--- src/rtl/stage_op_encode_pkg.sv ---
// Shared constants for the Brainfuck operation encoder: one-hot op indices,
// ASCII opcode bytes and the classification/encoding helpers.
package stage_op_encode_pkg;

    localparam int unsigned OPCODE_MSB = 7;
    localparam int unsigned OP_W       = OPCODE_MSB + 1;

    localparam int unsigned OP_RIGHT = 0;
    localparam int unsigned OP_LEFT  = 1;
    localparam int unsigned OP_INC   = 2;
    localparam int unsigned OP_DEC   = 3;
    localparam int unsigned OP_OUT   = 4;
    localparam int unsigned OP_IN    = 5;
    localparam int unsigned OP_JZ    = 6;
    localparam int unsigned OP_JNZ   = 7;

    localparam logic [7:0] OPC_RIGHT   = 8'h3E;
    localparam logic [7:0] OPC_LEFT    = 8'h3C;
    localparam logic [7:0] OPC_INC     = 8'h2B;
    localparam logic [7:0] OPC_DEC     = 8'h2D;
    localparam logic [7:0] OPC_OUT     = 8'h2E;
    localparam logic [7:0] OPC_IN      = 8'h2C;
    localparam logic [7:0] OPC_JZ      = 8'h5B;
    localparam logic [7:0] OPC_JNZ     = 8'h5D;
    localparam logic [7:0] OPC_INVALID = 8'h3F;

    typedef enum logic [1:0] {
        OpClsNop,
        OpClsSingle,
        OpClsMulti
    } op_class_e;

    function automatic op_class_e classify_op(input logic [OPCODE_MSB:0] op);
        op_class_e cls;
        if (op == '0) begin
            cls = OpClsNop;
        end else if ((op & (op - 1'b1)) == '0) begin
            cls = OpClsSingle;
        end else begin
            cls = OpClsMulti;
        end
        return cls;
    endfunction

    // Multi-hot and zero words both map to '?'; callers decide whether to push.
    function automatic logic [7:0] encode_op(input logic [OPCODE_MSB:0] op);
        logic [7:0] opc;
        opc = OPC_INVALID;
        if (classify_op(op) == OpClsSingle) begin
            if (op[OP_RIGHT]) opc = OPC_RIGHT;
            if (op[OP_LEFT])  opc = OPC_LEFT;
            if (op[OP_INC])   opc = OPC_INC;
            if (op[OP_DEC])   opc = OPC_DEC;
            if (op[OP_OUT])   opc = OPC_OUT;
            if (op[OP_IN])    opc = OPC_IN;
            if (op[OP_JZ])    opc = OPC_JZ;
            if (op[OP_JNZ])   opc = OPC_JNZ;
        end
        return opc;
    endfunction

endpackage

--- src/rtl/op_byte_fifo.sv ---
// Synchronous byte FIFO with explicit occupancy count; full is evaluated
// before a same-cycle pop, and there is no empty bypass.
module op_byte_fifo #(
    parameter int unsigned DEPTH  = 4,
    parameter int unsigned PTR_W  = 2,
    parameter int unsigned DATA_W = 8
) (
    input  logic              clk_i,
    input  logic              rst_ni,
    input  logic              push_i,
    input  logic [DATA_W-1:0] wdata_i,
    input  logic              pop_i,
    output logic [DATA_W-1:0] rdata_o,
    output logic              full_o,
    output logic              empty_o,
    output logic [PTR_W:0]    level_o
);

    localparam logic [PTR_W:0] LevelFull = (PTR_W + 1)'(DEPTH);

    logic [DATA_W-1:0] mem_q [DEPTH];
    logic [PTR_W-1:0]  wr_ptr_q, wr_ptr_d;
    logic [PTR_W-1:0]  rd_ptr_q, rd_ptr_d;
    logic [PTR_W:0]    level_q, level_d;
    logic              do_push, do_pop;

    assign full_o  = (level_q == LevelFull);
    assign empty_o = (level_q == '0);
    assign level_o = level_q;
    assign rdata_o = empty_o ? '0 : mem_q[rd_ptr_q];

    always_comb begin
        do_push  = push_i && !full_o;
        do_pop   = pop_i && !empty_o;
        wr_ptr_d = do_push ? wr_ptr_q + 1'b1 : wr_ptr_q;
        rd_ptr_d = do_pop ? rd_ptr_q + 1'b1 : rd_ptr_q;
        level_d  = level_q;
        case ({do_push, do_pop})
            2'b10:   level_d = level_q + 1'b1;
            2'b01:   level_d = level_q - 1'b1;
            default: level_d = level_q;
        endcase
    end

    always_ff @(posedge clk_i or negedge rst_ni) begin
        if (!rst_ni) begin
            wr_ptr_q <= '0;
            rd_ptr_q <= '0;
            level_q  <= '0;
        end else begin
            wr_ptr_q <= wr_ptr_d;
            rd_ptr_q <= rd_ptr_d;
            level_q  <= level_d;
        end
    end

    // Storage needs no reset; reads are masked while empty.
    always_ff @(posedge clk_i) begin
        if (do_push) begin
            mem_q[wr_ptr_q] <= wdata_i;
        end
    end

endmodule

--- src/rtl/stage_op_encode.sv ---
// Re-encodes one-hot operation words into ASCII Brainfuck opcode bytes and
// streams them out through a small FIFO over a drdy/ack byte interface.
module stage_op_encode
    import stage_op_encode_pkg::*;
#(
    parameter int unsigned DEPTH = 4,
    parameter int unsigned PTR_W = 2
) (
    input  logic              clk,
    input  logic              reset,
    input  logic [OPCODE_MSB:0] operation,
    input  logic              drdy_in,
    output logic              ack,
    output logic [7:0]        opcode_out,
    output logic              drdy,
    input  logic              ack_in,
    output logic [PTR_W:0]    level,
    output logic              err
);

    op_class_e  op_class;
    logic [7:0] push_byte;
    logic       accept, push, pop;
    logic       full, empty;
    logic       ack_q, ack_d;
    logic       err_q, err_d;

    always_comb begin
        op_class  = classify_op(operation);
        push_byte = encode_op(operation);
        accept    = drdy_in && !full;
        // A nop is consumed upstream but never reaches the FIFO.
        push      = accept && (op_class != OpClsNop);
        pop       = ack_in && !empty;
        ack_d     = accept;
        err_d     = err_q || (accept && (op_class == OpClsMulti));
    end

    always_ff @(posedge clk or negedge reset) begin
        if (!reset) begin
            ack_q <= 1'b0;
            err_q <= 1'b0;
        end else begin
            ack_q <= ack_d;
            err_q <= err_d;
        end
    end

    op_byte_fifo #(
        .DEPTH  (DEPTH),
        .PTR_W  (PTR_W),
        .DATA_W (8)
    ) u_fifo (
        .clk_i   (clk),
        .rst_ni  (reset),
        .push_i  (push),
        .wdata_i (push_byte),
        .pop_i   (pop),
        .rdata_o (opcode_out),
        .full_o  (full),
        .empty_o (empty),
        .level_o (level)
    );

    assign ack  = ack_q;
    assign drdy = !empty;
    assign err  = err_q;

endmodule

--- config.mk ---
export PLATFORM = sky130hd
export DESIGN_NAME = stage_op_encode
export DESIGN_NICKNAME = d
export VERILOG_FILES = /design/src/rtl/stage_op_encode_pkg.sv /design/src/rtl/op_byte_fifo.sv /design/src/rtl/stage_op_encode.sv
export SDC_FILE = /design/constraint.sdc
export NUM_CORES = 1
export LEC_CHECK = 0
export BUFFER_PORTS_ARGS = -buffer_cell sky130_fd_sc_hd__buf_4
export CORE_UTILIZATION = 55
export CTS_CLUSTER_DIAMETER = 150
export CTS_CLUSTER_SIZE = 12
export DETAILED_ROUTE_END_ITERATION = 16
export GPL_TIMING_DRIVEN = 0
export PLACE_DENSITY = 0.88
export SETUP_SLACK_MARGIN = 0.3
export SYNTH_ARGS = -nofsm -noshare
export SYNTH_HDL_FRONTEND = slang
export SYNTH_SLANG_ARGS = --single-unit
--- constraint.sdc ---
create_clock -name clk -period 2.3 [get_ports clk]
set_input_delay 0.46 -clock clk [delete_from_list [all_inputs] [get_ports clk]]
set_output_delay 0.46 -clock clk [all_outputs]
set_load 0.1 [all_outputs]
# [Word level (Yosys, flattened, before mapping)]
# Memories as Yosys holds them, arrays and structs flattened.
# Index checks and enable logic that the tools add are counted.
[classes] n_addsub=5 mul=0 n_div=0 order_cmp=0 n_eq_ne=5 shift=0 mux=15 n_bitwise=1 n_reduce_logical=14
[ops] operator="two-way mux 8 bit" n=9
[ops] operator="zero test 8 bit" n=2
[ops] operator="AND 8 bit" n=1
[ops] operator="subtractor 8 x 1 -> 8 bit (second input constant)" n=1
[ops] operator="logical AND 1 bit" n=6
[ops] operator="case mux 3 bit (2 select lines)" n=1
[ops] operator="adder 2 x 1 -> 2 bit (second input constant)" n=2
[ops] operator="equality test 2 x 1 -> 1 bit (second input constant)" n=2
[ops] operator="equality test 2 bit (second input constant)" n=2
[ops] operator="two-way mux 2 bit" n=2
[ops] operator="nonzero test 2 bit" n=2
[ops] operator="adder 3 x 1 -> 3 bit (second input constant)" n=1
[ops] operator="equality test 3 bit (second input constant)" n=1
[ops] operator="zero test 3 bit" n=1
[ops] operator="two-way mux 1 bit" n=3
[ops] operator="subtractor 3 x 1 -> 3 bit (second input constant)" n=1
[ops] operator="zero test 1 bit" n=2
[ops] operator="logical OR 1 bit" n=1
[word_totals] ff_bits=9 latchBits=0 ram_bits=32 mem_bits_ro=0 inputBits=12 word_cells=46 mem_count=1
[mem_list] name="u_fifo.mem_q" words=4 word_bits=8 read_ports=1 rd_clocked_by_memory_dff=0 wr=1 line_no="op_byte_fifo.sv:21" rtl="logic [DATA_W-1:0] mem_q [DEPTH];"

# [Depth between registers and ports, before layout]
# Gate-level depths: netlist of the first run.
[depth] depth_word=10 ltp_mapped=10

# [Modules after synthesis]
# Synthesis of the first run repeated with hierarchy kept, for this count alone.
[unflattened] hier_cells=136 hier_area_um2=2003.2
[by_module_without_submodules] mod="op_byte_fifo" n_inst=1 cells_each=89 area_per_inst_um2=1656.6 seq_area_each_um2=1136.1
[by_module_without_submodules] mod="stage_op_encode" n_inst=1 cells_each=47 area_per_inst_um2=346.6 seq_area_each_um2=50.0

# [Worst setup path before layout of the first run]
# OpenSTA, ideal clock, no wires.
[synth_timing] path_type="register to register" from="register u_fifo.level_q[0], in the netlist u_fifo.level_o[0]" to="register u_fifo.level_q[2], in the netlist u_fifo.level_o[2]" t_arrival_ns=3.327 required_time_ns=2.137 setup_slack_ns=-1.189 path_stages_with_launch=10 n_path_buf=1 synth_period_minus_slack_ns=3.489 path_cell_list="dfrtp_1 -> or3_1 -> clkbuf_1 -> and2_1 -> ha_1 -> inv_1 -> fa_1 -> xor2_1 -> nor2_1 -> xor2_1"
[synth_rtl] element="start: declaration" line_no="op_byte_fifo.sv:24" rtl="logic [PTR_W:0] level_q, level_d;"
[synth_rtl] element="start signal: assignment" line_no="op_byte_fifo.sv:53" rtl="level_q <= level_d;"
[synth_rtl] element="zero test 3 bit *" line_no="op_byte_fifo.sv:28" rtl="assign empty_o = (level_q == '0);"
[synth_rtl] element="zero test 1 bit *"
[synth_rtl] element="net drdy" line_no="stage_op_encode.sv:15" rtl="output logic drdy,"
[synth_rtl] element="logical AND 1 bit" line_no="stage_op_encode.sv:34" rtl="pop = ack_in && !empty;"
[synth_rtl] element="logical AND 1 bit *" line_no="op_byte_fifo.sv:34" rtl="do_pop = pop_i && !empty_o;"
[synth_rtl] element="net u_fifo.do_pop" line_no="op_byte_fifo.sv:25" rtl="logic do_push, do_pop;"
[synth_rtl] element="equality test 2 x 1 -> 1 bit / equality test 2 bit (equally long branches)" line_no="op_byte_fifo.sv:38" rtl="case ({do_push, do_pop})"
[synth_rtl] element="case mux 3 bit (2 select lines) / nonzero test 2 bit (equally long branches)"
# Mark *: on every way through the listed nets, which the timed path passes. The rest lies on a longest branch.
# A chain may end at the register's enable or synchronous reset.

# [Worst setup path after layout of the first run]
[layout_timing] from="register u_fifo.level_q[1], in the netlist u_fifo.level_o[1]" to="output port opcode_out[6]"
[layout_via] elab_chain_cells=2
[layout_lines] element="zero test 3 bit" line_no="op_byte_fifo.sv:28"
[layout_lines] element="two-way mux 8 bit" line_no="op_byte_fifo.sv:30" rtl="assign rdata_o = empty_o ? '0 : mem_q[rd_ptr_q];"
[layout_lines] element="end: declaration" line_no="stage_op_encode.sv:14" rtl="output logic [7:0] opcode_out,"
# No other way between the ends.

==> run metrics, run 1 <==
run status finished, final reports clean; DR pass1 iterations 4; crit path from u_fifo.level_o[1]; core area between 0.002 and 0.003 mm²; fin area approximately 0.0022 mm²; commonest cells after routing, fill and taps aside buf_4 (24), edfxtp_1 (24), buf_12 (9), inv_1 (7), and2_4 (7); CTS Sinks 33; Final Cycle Share 0.946; mapped cell area 0.00160 mm²; post-synth net total 130; Crit-path slowest cell dfrtp_4; CP max FO 5; via-per-instance ratio around 5.6; latest clock arrival within the worst-skew pair about 0.33 ns; Clock Skew between 0.009 and 0.01 ns; yosys warns 0; Worst Setup Start Kind flop; RD Place Congestion about 0.72; Clock transition at path regs ~0.09 ns; delay-heaviest family, CP simple AND/OR/NAND/NOR gates; GR Overflow Total 0; critical path arrival ~1.7 ns; average size of a mapped cell ~14 µm²; Detailed Place HPWL 1990 µm; port bufs 23; Antenna diodes 0; Critical Path End Type output port; Final Hold Viols 0; antenna-violating nets left 0; Setup WS post-layout between 0.1 and 0.15 ns; DRC 0; Critical path buffers and inverters 2; clock root buffer clkbuf_4; Setup Viol. Count Final 0; Via Count ~1100; Hold/Removal Path Class primary input to flop; Clock H-tree levels 2; DP Area between 0.0015 and 0.002 mm²; worst-path cell chain or3_4, clkbuf_16, and2_4, buf_12; TritonCTS clock tree done; initial antenna violation count 0; worst path required time around 1.8 ns; TritonCTS Buffers 5; routed wire length 3140 µm; Post-synth ARST share 0.273; Distinct cells, synth 38; Initial Util 0.580; Post-Place Worst Slack -0.292 ns; FP Rows 19; CP Depth 4; Final Non-Filler Cells approximately 190; average routed wire per standard cell 16.8 µm; Die W between 50 and 60 µm; Layout area overhead 40.3%; vias in the first global route around 1100; Mapped Cells between 100 and 150; first-pass GRT wire length slightly below 5000 µm; Fin Hold WS approximately 0.4 ns; Slew Viols, Final 0; I/O pin total 26; R2R Path End u_fifo.level_o[2]; Max-cap violations 0; worst r2r path cells 9; #FFs+latches synth 33; die area between 0.003 and 0.004 mm²; Post-synth EDFFs 24; fmax 460 MHz; crit path to opcode_out[6]; Max clock buf depth 2; Die H ~56 µm; Hold Path Depth 3; GR Util All Layers 0.218; worst r2r src u_fifo.level_o[1]; drt initial violations 28; dominant synthesized flop cell edfxtp_1; Crit Path Category flop to output port; Placed Cells ~170; final period demand of the worst path 2.18 ns; crit-path max cell delay ~0.5 ns; R2R setup slack approximately 0.18 ns; layout cells sized above 1 0.506; Seq/Total Area, Yosys 0.592; Nets ~170; unrepaired setup endpoints after global routing yes; pin count of the biggest net entering global routing 11
sequential cells by signal, indices dropped and copies added (netlist names):
signal           count
u_fifo.level_o       3
u_fifo.wr_ptr_q      2
ack                  1
u_fifo.rd_ptr_q      2
err                  1
u_fifo.mem_q        24
final cells by class:
cell class	instances	area, µm²
Fill cell	158	514
Clock buffer	6	51.3
Clock inverter	2	8.76
Multi-Input combinational cell	64	679
Tap cell	31	38.8
Inverter	9	36.3
Buffer	6	67.6
Sequential cell	33	957
Timing Repair Buffer	36	404
routing by layer:
layer	track usage	up-vias	share of wire
met4	0.0732	0	0.017
met3	0.0721	7	0.041
met1	0.261	525	0.41
met2	0.375	26	0.53
met5	0	-	0
li1	-	495	-
kinds of logic (layout without fill, tap and decap cells):
group	after synthesis	in the layout	share of synthesized area
DFF	33	33	0.592
and+or+nand+nor	28	28	0.102
buffers and inverters	15	59	0.0399
AOI/OAI and AO/OA	13	13	0.0696
muxes	9	9	0.104
adders and majority gates	7	7	0.0579
xor gates and xnor gates	6	6	0.0329
other	1	1	0.00235
worst register-to-register path: stages, from the launching register on:
cell	delay, ns
dfrtp_4	0.49
or3_4	0.42
buf_8	0.14
and2_4	0.14
ha_4	0.17
buf_4	0.13
buf_4	0.13
xor2_1	0.15
nor2_1	0.11
xor2_1	0.16
stage by stage:
stage,TNS [ns],utilization
6_report,0,0.814
3_5_place_dp,-0.441,0.691
3_3_place_gp,-0.324,0.691
4_1_cts,0,0.787
5_1_grt,0,0.814
2_1_floorplan,0,-
cells in the mapped netlist, types with 2 or more instances:
cell | count | area share
nor2_1 | 3 | 0.0070
edfxtp_1 | 24 | 0.45
xor2_1 | 3 | 0.016
or3_1 | 4 | 0.016
dfrtp_1 | 9 | 0.14
inv_1 | 9 | 0.021
buf_4 | 2 | 0.0094
mux2i_1 | 2 | 0.013
nor3_1 | 2 | 0.0063
xnor2_1 | 3 | 0.016
nand2_1 | 2 | 0.0047
ha_1 | 5 | 0.039
mux4_2 | 6 | 0.085
and2_1 | 11 | 0.043
clkbuf_1 | 4 | 0.0094
repair_timing:
action                                  4_1_cts  5_1_grt
buffers inserted                              7        4
pin swaps                                     8       10
hold endpoints to repair                      9        0
endpoints found under the setup margin       10       26
resized for setup                            37       14
cloned                                        1        0
hold buffers                                  1        0
worst min path at each step:
stage | end | from | slack, ns
CTS | ack | drdy_in | 0.37
floorplan | ack | reset | 0.16
global placement | u_fifo.rd_ptr_q[0] | reset | 0.29
global route | ack | drdy_in | 0.40
finish | ack | drdy_in | 0.41
detailed placement | u_fifo.rd_ptr_q[1] | reset | 0.29
Power of run 1 is not shown: default switching activity piles up to over one toggle a cycle in this logic, so the estimate is an artifact.
==> run 2: changes to the inputs <==
--- a/config.mk
+++ b/config.mk
@@ -6,13 +6,14 @@
 export NUM_CORES = 1
 export LEC_CHECK = 0
 export BUFFER_PORTS_ARGS = -buffer_cell sky130_fd_sc_hd__buf_4
-export CORE_UTILIZATION = 55
+export CORE_UTILIZATION = 57
 export CTS_CLUSTER_DIAMETER = 150
 export CTS_CLUSTER_SIZE = 12
 export DETAILED_ROUTE_END_ITERATION = 16
 export GPL_TIMING_DRIVEN = 0
-export PLACE_DENSITY = 0.88
+export PLACE_DENSITY = 0.89
 export SETUP_SLACK_MARGIN = 0.3
 export SYNTH_ARGS = -nofsm -noshare
 export SYNTH_HDL_FRONTEND = slang
+export SYNTH_HIERARCHICAL = 1
 export SYNTH_SLANG_ARGS = --single-unit
==> run 2 against run 1 <==
Design area is 21% higher. Synthesized cell count is 21% higher. Register-to-register slack worse by 0.17 ns. Clock-buffer cell count is 1 lower. Worst hold slack better by 0.0022 ns. Area after synthesis is 25% higher. Sequential cell count is 8 higher. Global-route usage is 2.0 points higher.
==> run metrics, run 2 <==
run status finished, final reports clean; final period demand of the worst path 2.29 ns (+0.113 ns); Biggest register u_fifo/mem_q; TritonCTS Buffers 5 (unchanged); Slew @ Worst Pin roughly 0.55 ns; routed length on met2 2300 µm (+38%); pin count of the biggest net entering global routing 14 (+3); antenna-violating nets left 0 (unchanged); drt initial violations 37 (+32%); Worst Setup Start Kind flop; filler cell count in the final layout 184 (+16%); CTS Sinks 41 (+24%); Setup WS post-layout 0.0110 ns (-0.113 ns); routed wire length 4360 µm (+39%); number of flip-flops in the largest register 32 (+33%); via-per-instance ratio 5.42 (-3.7%); Mapped Cells 136 (+21%); delay-heaviest family, CP simple AND/OR/NAND/NOR gates; Max clock buf depth 2 (unchanged); I/O pin total 26 (unchanged); Hold Path Depth 3 (unchanged); Die W 61.3 µm (+9.6%); Final Non-Filler Cells 232 (+24%); layout cells sized above 1 0.489 (-0.0172); Post-synth ARST share 0.220 (-0.0532); Slew Viols, Final 0 (unchanged); Rel. slew slack 0.631; average size of a mapped cell 14.7 µm² (+3.2%); port bufs 21 (-8.7%); Antenna diodes 0 (unchanged); most common cell after layout, fill and taps aside edfxtp_1; Seq/Total Area, Yosys 0.592 (about the same); worst path required time 2.54 ns (+0.70 ns); Setup Viol. Count Final 0 (unchanged); hold path startpoint operation[6]; Crit Path Category flop to flop; Most common cell on crit path xor2_1; core area 0.00336 mm² (+22%); Distinct cells, synth 41 (+7.9%); post-synth top area share 0.480 (+0.0290); #FFs+latches synth 41 (+24%); Final Hold Viols 0 (unchanged); worst-path cell chain or3_4, buf_8, inv_8, nor2b_4, and2_4, ha_4, inv_2, fa_2, xor2_1, nor2_1, xor2_1; critical path arrival 2.53 ns (+0.81 ns); Placed Cells 209 (+26%); DRC 0 (unchanged); Max-cap violations 0 (unchanged); hold path endpoint err; fmax 437 MHz (-4.9%); Clock transition at path regs 0.12 ns (+0.03 ns); CP max FO 5 (unchanged); commonest cells after routing, fill and taps aside edfxtp_1 (32), buf_4 (24), buf_12 (9), and2_4 (9); initial antenna violation count 0 (unchanged); R2R setup slack 0.01 ns (-0.17 ns); Synth top cells by count edfxtp_1 (32), and2_1 (13), inv_1 (12); RD Place Congestion 0.839 (+17%); Hold/Removal Path Class primary input to flop; count leader, synth edfxtp_1; Nets 203 (+17%); dominant synthesized flop cell edfxtp_1; Via Count 1258 (+19%); unrepaired setup endpoints after global routing yes; wire length on met3 199 µm (+55%); GR Util All Layers 0.238 (+0.0197); DR pass1 iterations 4 (unchanged); Layout area overhead 35.5%; DR top layer met4; Clock H-tree levels 2 (unchanged); GR Overflow Total 0 (unchanged); Crit-path slowest cell dfrtp_4; yosys warns 6 (+6); first-pass GRT wire length 6120 µm (+23%); Critical path buffers and inverters 3 (+1); average routed wire per standard cell 18.8 µm (+12%); clock root buffer clkbuf_4; Synth area leader edfxtp_1; Post-synth EDFFs 32 (+33%); Initial Util 0.596 (+0.0158); worst r2r src u_fifo/level_o[1]; FP Rows 21 (+2); DRT met1 WL 1760 µm (+36%); Die H 61.3 µm (+9.6%); worst r2r path cells 11 (+2); die area 0.00376 mm² (+20%); vias in the first global route 1286 (+22%); crit-path max cell delay 0.53 ns (+0.04 ns); mapped cell area 0.00200 mm² (+25%); TritonCTS clock tree done; R2R Path End u_fifo/level_o[2]; latest clock arrival within the worst-skew pair 0.34 ns (about the same); Final Cycle Share 0.995 (+0.0491); Synth area leaders edfxtp_1 (48%), dfrtp_1 (11%), mux4_2 (9.0%), and2_1 (4.1%), ha_1 (3.1%); Clock Skew 0.00934 ns (-0.000422 ns); Detailed Place HPWL 2340 µm (+18%); Critical Path End Type flop; Post-Place Worst Slack -0.466 ns (-0.174 ns)
run 2: worst max-delay path by stage:
stage                                 start                end  slack [ns]  cells after the start
final                     u_fifo/level_o[1]  u_fifo/level_o[2]        0.01                     11
after global routing           operation[1]  u_fifo/level_o[2]       -0.05                     12
after CTS                      operation[1]  u_fifo/level_o[2]        0.03                     12
after detailed placement       operation[2]  u_fifo/level_o[2]       -0.47                     12
after global placement         operation[2]  u_fifo/level_o[2]       -0.39                     12
after floorplan                operation[4]  u_fifo/level_o[2]       -0.22                     12
run 2: timing repair:
item                                    in CTS  in global routing
endpoints found under the hold margin        9                  0
hold buffers                                 1                  0
gates resized for setup                     44                  8
gates cloned                                 1                  1
endpoints found under the setup margin      43                 43
pin swaps                                   13                  8
buffers inserted                             6                  6
run 2: logic make-up (layout without fill, tap and decap cells):
family                     Yosys count  count (layout)  synth area share
AOI/OAI and AO/OA                   15              15            0.0568
muxes                               10              10             0.101
DFF                                 41              41             0.592
other                                2               8           0.00375
adders and majority gates            8               8            0.0512
buffers and inverters               19              63            0.0512
and+or+nand+nor                     34              34             0.114
xor gates and xnor gates             7               7            0.0306
run 2: per-stage QoR:
step	hold slack, ns	utilization	TNS [ns]	area (µm²)
global placement	0.287	0.685	-0.580	2300
CTS	0.386	0.780	0	2620
detailed placement	0.292	0.685	-0.695	2300
global route	0.439	0.807	-0.0471	2720
floorplan	0.164	-	-0.249	2090
finish	0.412	0.807	0	2720
run 2: layout make-up:
cell class | instances | area, µm² | share of cell area
clock inverters | 3 | 65.1 | 0.0240
repair buffers | 36 | 420 | 0.155
multi-input cells | 82 | 810 | 0.298
flip-flops and latches | 41 | 1200 | 0.441
clock buffers | 5 | 37.5 | 0.0138
inverters | 12 | 56.3 | 0.0207
well taps | 46 | 57.6 | 0.0212
plain buffers | 7 | 70.1 | 0.0258
run 2: tightest hold or removal path, stage by stage:
cell      delay [ns]
buf_4           0.12
o21ai_1         0.07
nand3b_1        0.08
run 2: routing by layer:
layer	vias to the layer above	global-route usage
li1	587	-
met1	624	0.282
met2	39	0.416
met3	8	0.0462
met4	0	0.117
met5	-	0
Power of run 2 is left out for the same reason.
==> run 3: changes to the inputs <==
--- a/config.mk
+++ b/config.mk
@@ -6,12 +6,11 @@
 export NUM_CORES = 1
 export LEC_CHECK = 0
 export BUFFER_PORTS_ARGS = -buffer_cell sky130_fd_sc_hd__buf_4
-export CORE_UTILIZATION = 57
-export CTS_CLUSTER_DIAMETER = 150
+export CORE_UTILIZATION = 52
 export CTS_CLUSTER_SIZE = 12
 export DETAILED_ROUTE_END_ITERATION = 16
 export GPL_TIMING_DRIVEN = 0
-export PLACE_DENSITY = 0.89
+export PLACE_DENSITY = 0.86
 export SETUP_SLACK_MARGIN = 0.3
 export SYNTH_ARGS = -nofsm -noshare
 export SYNTH_HDL_FRONTEND = slang
==> constraint.sdc (replaced) <==
create_clock -name clk -period 2.09 [get_ports clk]
set_input_delay 0.418 -clock clk [delete_from_list [all_inputs] [get_ports clk]]
set_output_delay 0.418 -clock clk [all_outputs]
set_load 0.1 [all_outputs]
==> run 3 against run 2 <==
The flow now finishes with violations (setup timing). Via count increased by 6.1%. Design area increased by 4.8%. Critical path depth increased by 1. Die area increased by 9.3%. First-iteration DRC count increased by 70%. Setup slack got worse by 0.16 ns. Clock skew decreased by 0.0062 ns. Final cell count increased by 5.6%. Sequential share of layout area decreased by 2.1 points. Global-route usage decreased by 1.6 points. Register-to-register slack got worse by 0.12 ns.
==> run metrics, run 3 (same netlist as run 2, synthesis figures left out) <==
run status finished, violations left; failing checks setup timing; via-per-instance ratio 5.45 (+0.49%); area of the multi-input gates 843 µm² (+4.2%); first-pass GRT wire length 6520 µm (+6.5%); Nets 214 (+5.4%); routed wire length 4240 µm (-2.8%); layout cells sized above 1 0.533 (+0.0437); Critical Path End Type flop; R2R setup slack -0.11 ns (-0.12 ns); worst r2r path cells 11 (unchanged); Via Count 1335 (+6.1%); worst path required time 2.30 ns (-0.24 ns); Final Hold Viols 0 (unchanged); Clock H-tree levels 2 (unchanged); unrepaired setup endpoints after global routing yes; Initial Util 0.543 (-0.0525); fmax between 400 and 500 MHz; DRC 0 (unchanged); hold path endpoint err; Rel. slew slack 0.652 (+0.0214); Setup WS post-layout -0.150 ns (-0.161 ns); drt initial violations 63 (+70%); number of flip-flops in the largest register 32 (unchanged); core area 0.00369 mm² (+9.7%); Slew Viols, Final 0 (unchanged); Setup Viol. Count Final 11 (+11); Worst Setup Start Kind primary input; Crit Path Category primary input to flop; Max clock buf depth 2 (unchanged); commonest cells after routing, fill and taps aside edfxtp_1 (32), buf_4 (28), and2_4 (13), buf_12 (10), buf_6 (9); initial antenna violation count 0 (unchanged); worst-path cell chain buf_8, or4_4, nor3_4, a21boi_2, nor2b_4, inv_2, ha_4, inv_2, fa_2, xor2_1, nor2_1, xor2_1; Slew @ Worst Pin 0.514 ns (-0.0315 ns); crit-path max cell delay 0.55 ns (+0.02 ns); Clock transition at path regs 0.07 ns (-0.05 ns); GR Util All Layers 0.223 (-0.0157); filler cell count in the final layout 222 (+21%); antenna-violating nets left 0 (unchanged); hold path startpoint operation[6]; Crit-path slowest cell or4_4; pin count of the biggest net entering global routing 13 (-1); GR Overflow Total 0 (unchanged); FP Rows 22 (+4.8%); Hold Path Depth 3 (unchanged); clock root buffer clkbuf_8; Detailed Place HPWL 2500 µm (+7.2%); CP max FO 2 (-3); R2R Path End u_fifo/level_o[2]; average routed wire per standard cell 17.3 µm (-8.0%); Die W 64.1 µm (+4.5%); vias in the first global route 1340 (+4.2%); final period demand of the worst path ~2.2 ns; CTS Sinks 41 (unchanged); die area 0.00410 mm² (+9.3%); Antenna diodes 0 (unchanged); critical path arrival 2.45 ns (-0.08 ns); TritonCTS Buffers 5 (unchanged); Biggest register u_fifo/mem_q; most common cell after layout, fill and taps aside edfxtp_1; latest clock arrival within the worst-skew pair 0.29 ns (-0.05 ns); Clock Skew 0.00314 ns (-0.00620 ns); register cell area after layout 0.00120 mm² (-0.21%); worst r2r src u_fifo/level_o[0]; Hold/Removal Path Class primary input to flop; Layout area overhead 42.1%; Final Cycle Share 1.07; TritonCTS clock tree done; Die H 64.1 µm (+4.5%); I/O pin total 26 (unchanged); RD Place Congestion 0.781 (-6.9%); Max-cap violations 0 (unchanged); DR pass1 iterations 6 (+2); Fin Hold WS 0.437 ns (+0.0248 ns); port bufs 21 (unchanged)
## run 3: how the worst max path moves through the flow
stage	startpoint	endpoint	cells after the start
after floorplan	operation[4]	u_fifo/level_o[2]	12
after global placement	operation[2]	u_fifo/level_o[2]	12
after detailed placement	operation[2]	u_fifo/level_o[2]	12
after CTS	operation[4]	u_fifo/level_o[2]	12
after global routing	operation[4]	u_fifo/level_o[2]	12
final	operation[4]	u_fifo/level_o[2]	12
## run 3: final cells by class
class / instances / area share
multi-input cells: 82 / 0.296
inverters: 12 / 0.0176
plain buffers: 7 / 0.0233
flip-flops and latches: 41 / 0.420
well taps: 48 / 0.0211
repair buffers: 47 / 0.184
clock inverters: 2 / 0.0119
clock buffers: 6 / 0.0255
## run 3: worst max-delay path, delay by kind of cell
family | cells | cell delay, ns
buffers and inverters | 3 | 0.20
AOI/OAI and AO/OA | 1 | 0.07
xor gates and xnor gates | 2 | 0.34
adders and majority gates | 2 | 0.46
and+or+nand+nor | 4 | 0.97
## run 3: per-stage QoR
| step | util | TNS [ns] | setup slack, ns | area (µm²) | cells |
|---|---|---|---|---|---|
| global placement | 0.627 | -0.836 | -0.515 | 2310 | 211 |
| detailed placement | 0.627 | -1.68 | -0.643 | 2310 | 211 |
| floorplan | - | -0.517 | -0.349 | 2100 | 142 |
| global route | 0.772 | -1.49 | -0.232 | 2850 | 245 |
| finish | 0.772 | -0.870 | -0.150 | 2850 | 245 |
| CTS | 0.734 | -0.704 | -0.204 | 2710 | 233 |
## run 3: timing repair
action | CTS | global route
endpoints found under the setup margin | 44 | 61
resized for setup | 47 | 14
hold buffers | 1 | 0
pin swaps | 7 | 12
gates cloned | 2 | 0
hold endpoints to repair | 9 | 0
setup buffers | 11 | 12
## run 3: layer usage
layer	wire length (µm)	track usage	part of all wire
met5	0	0	0
met4	191	0.0994	0.045
met3	192	0.0536	0.045
met2	2250	0.384	0.53
met1	1610	0.262	0.38
Power of run 3 is left out for the same reason.
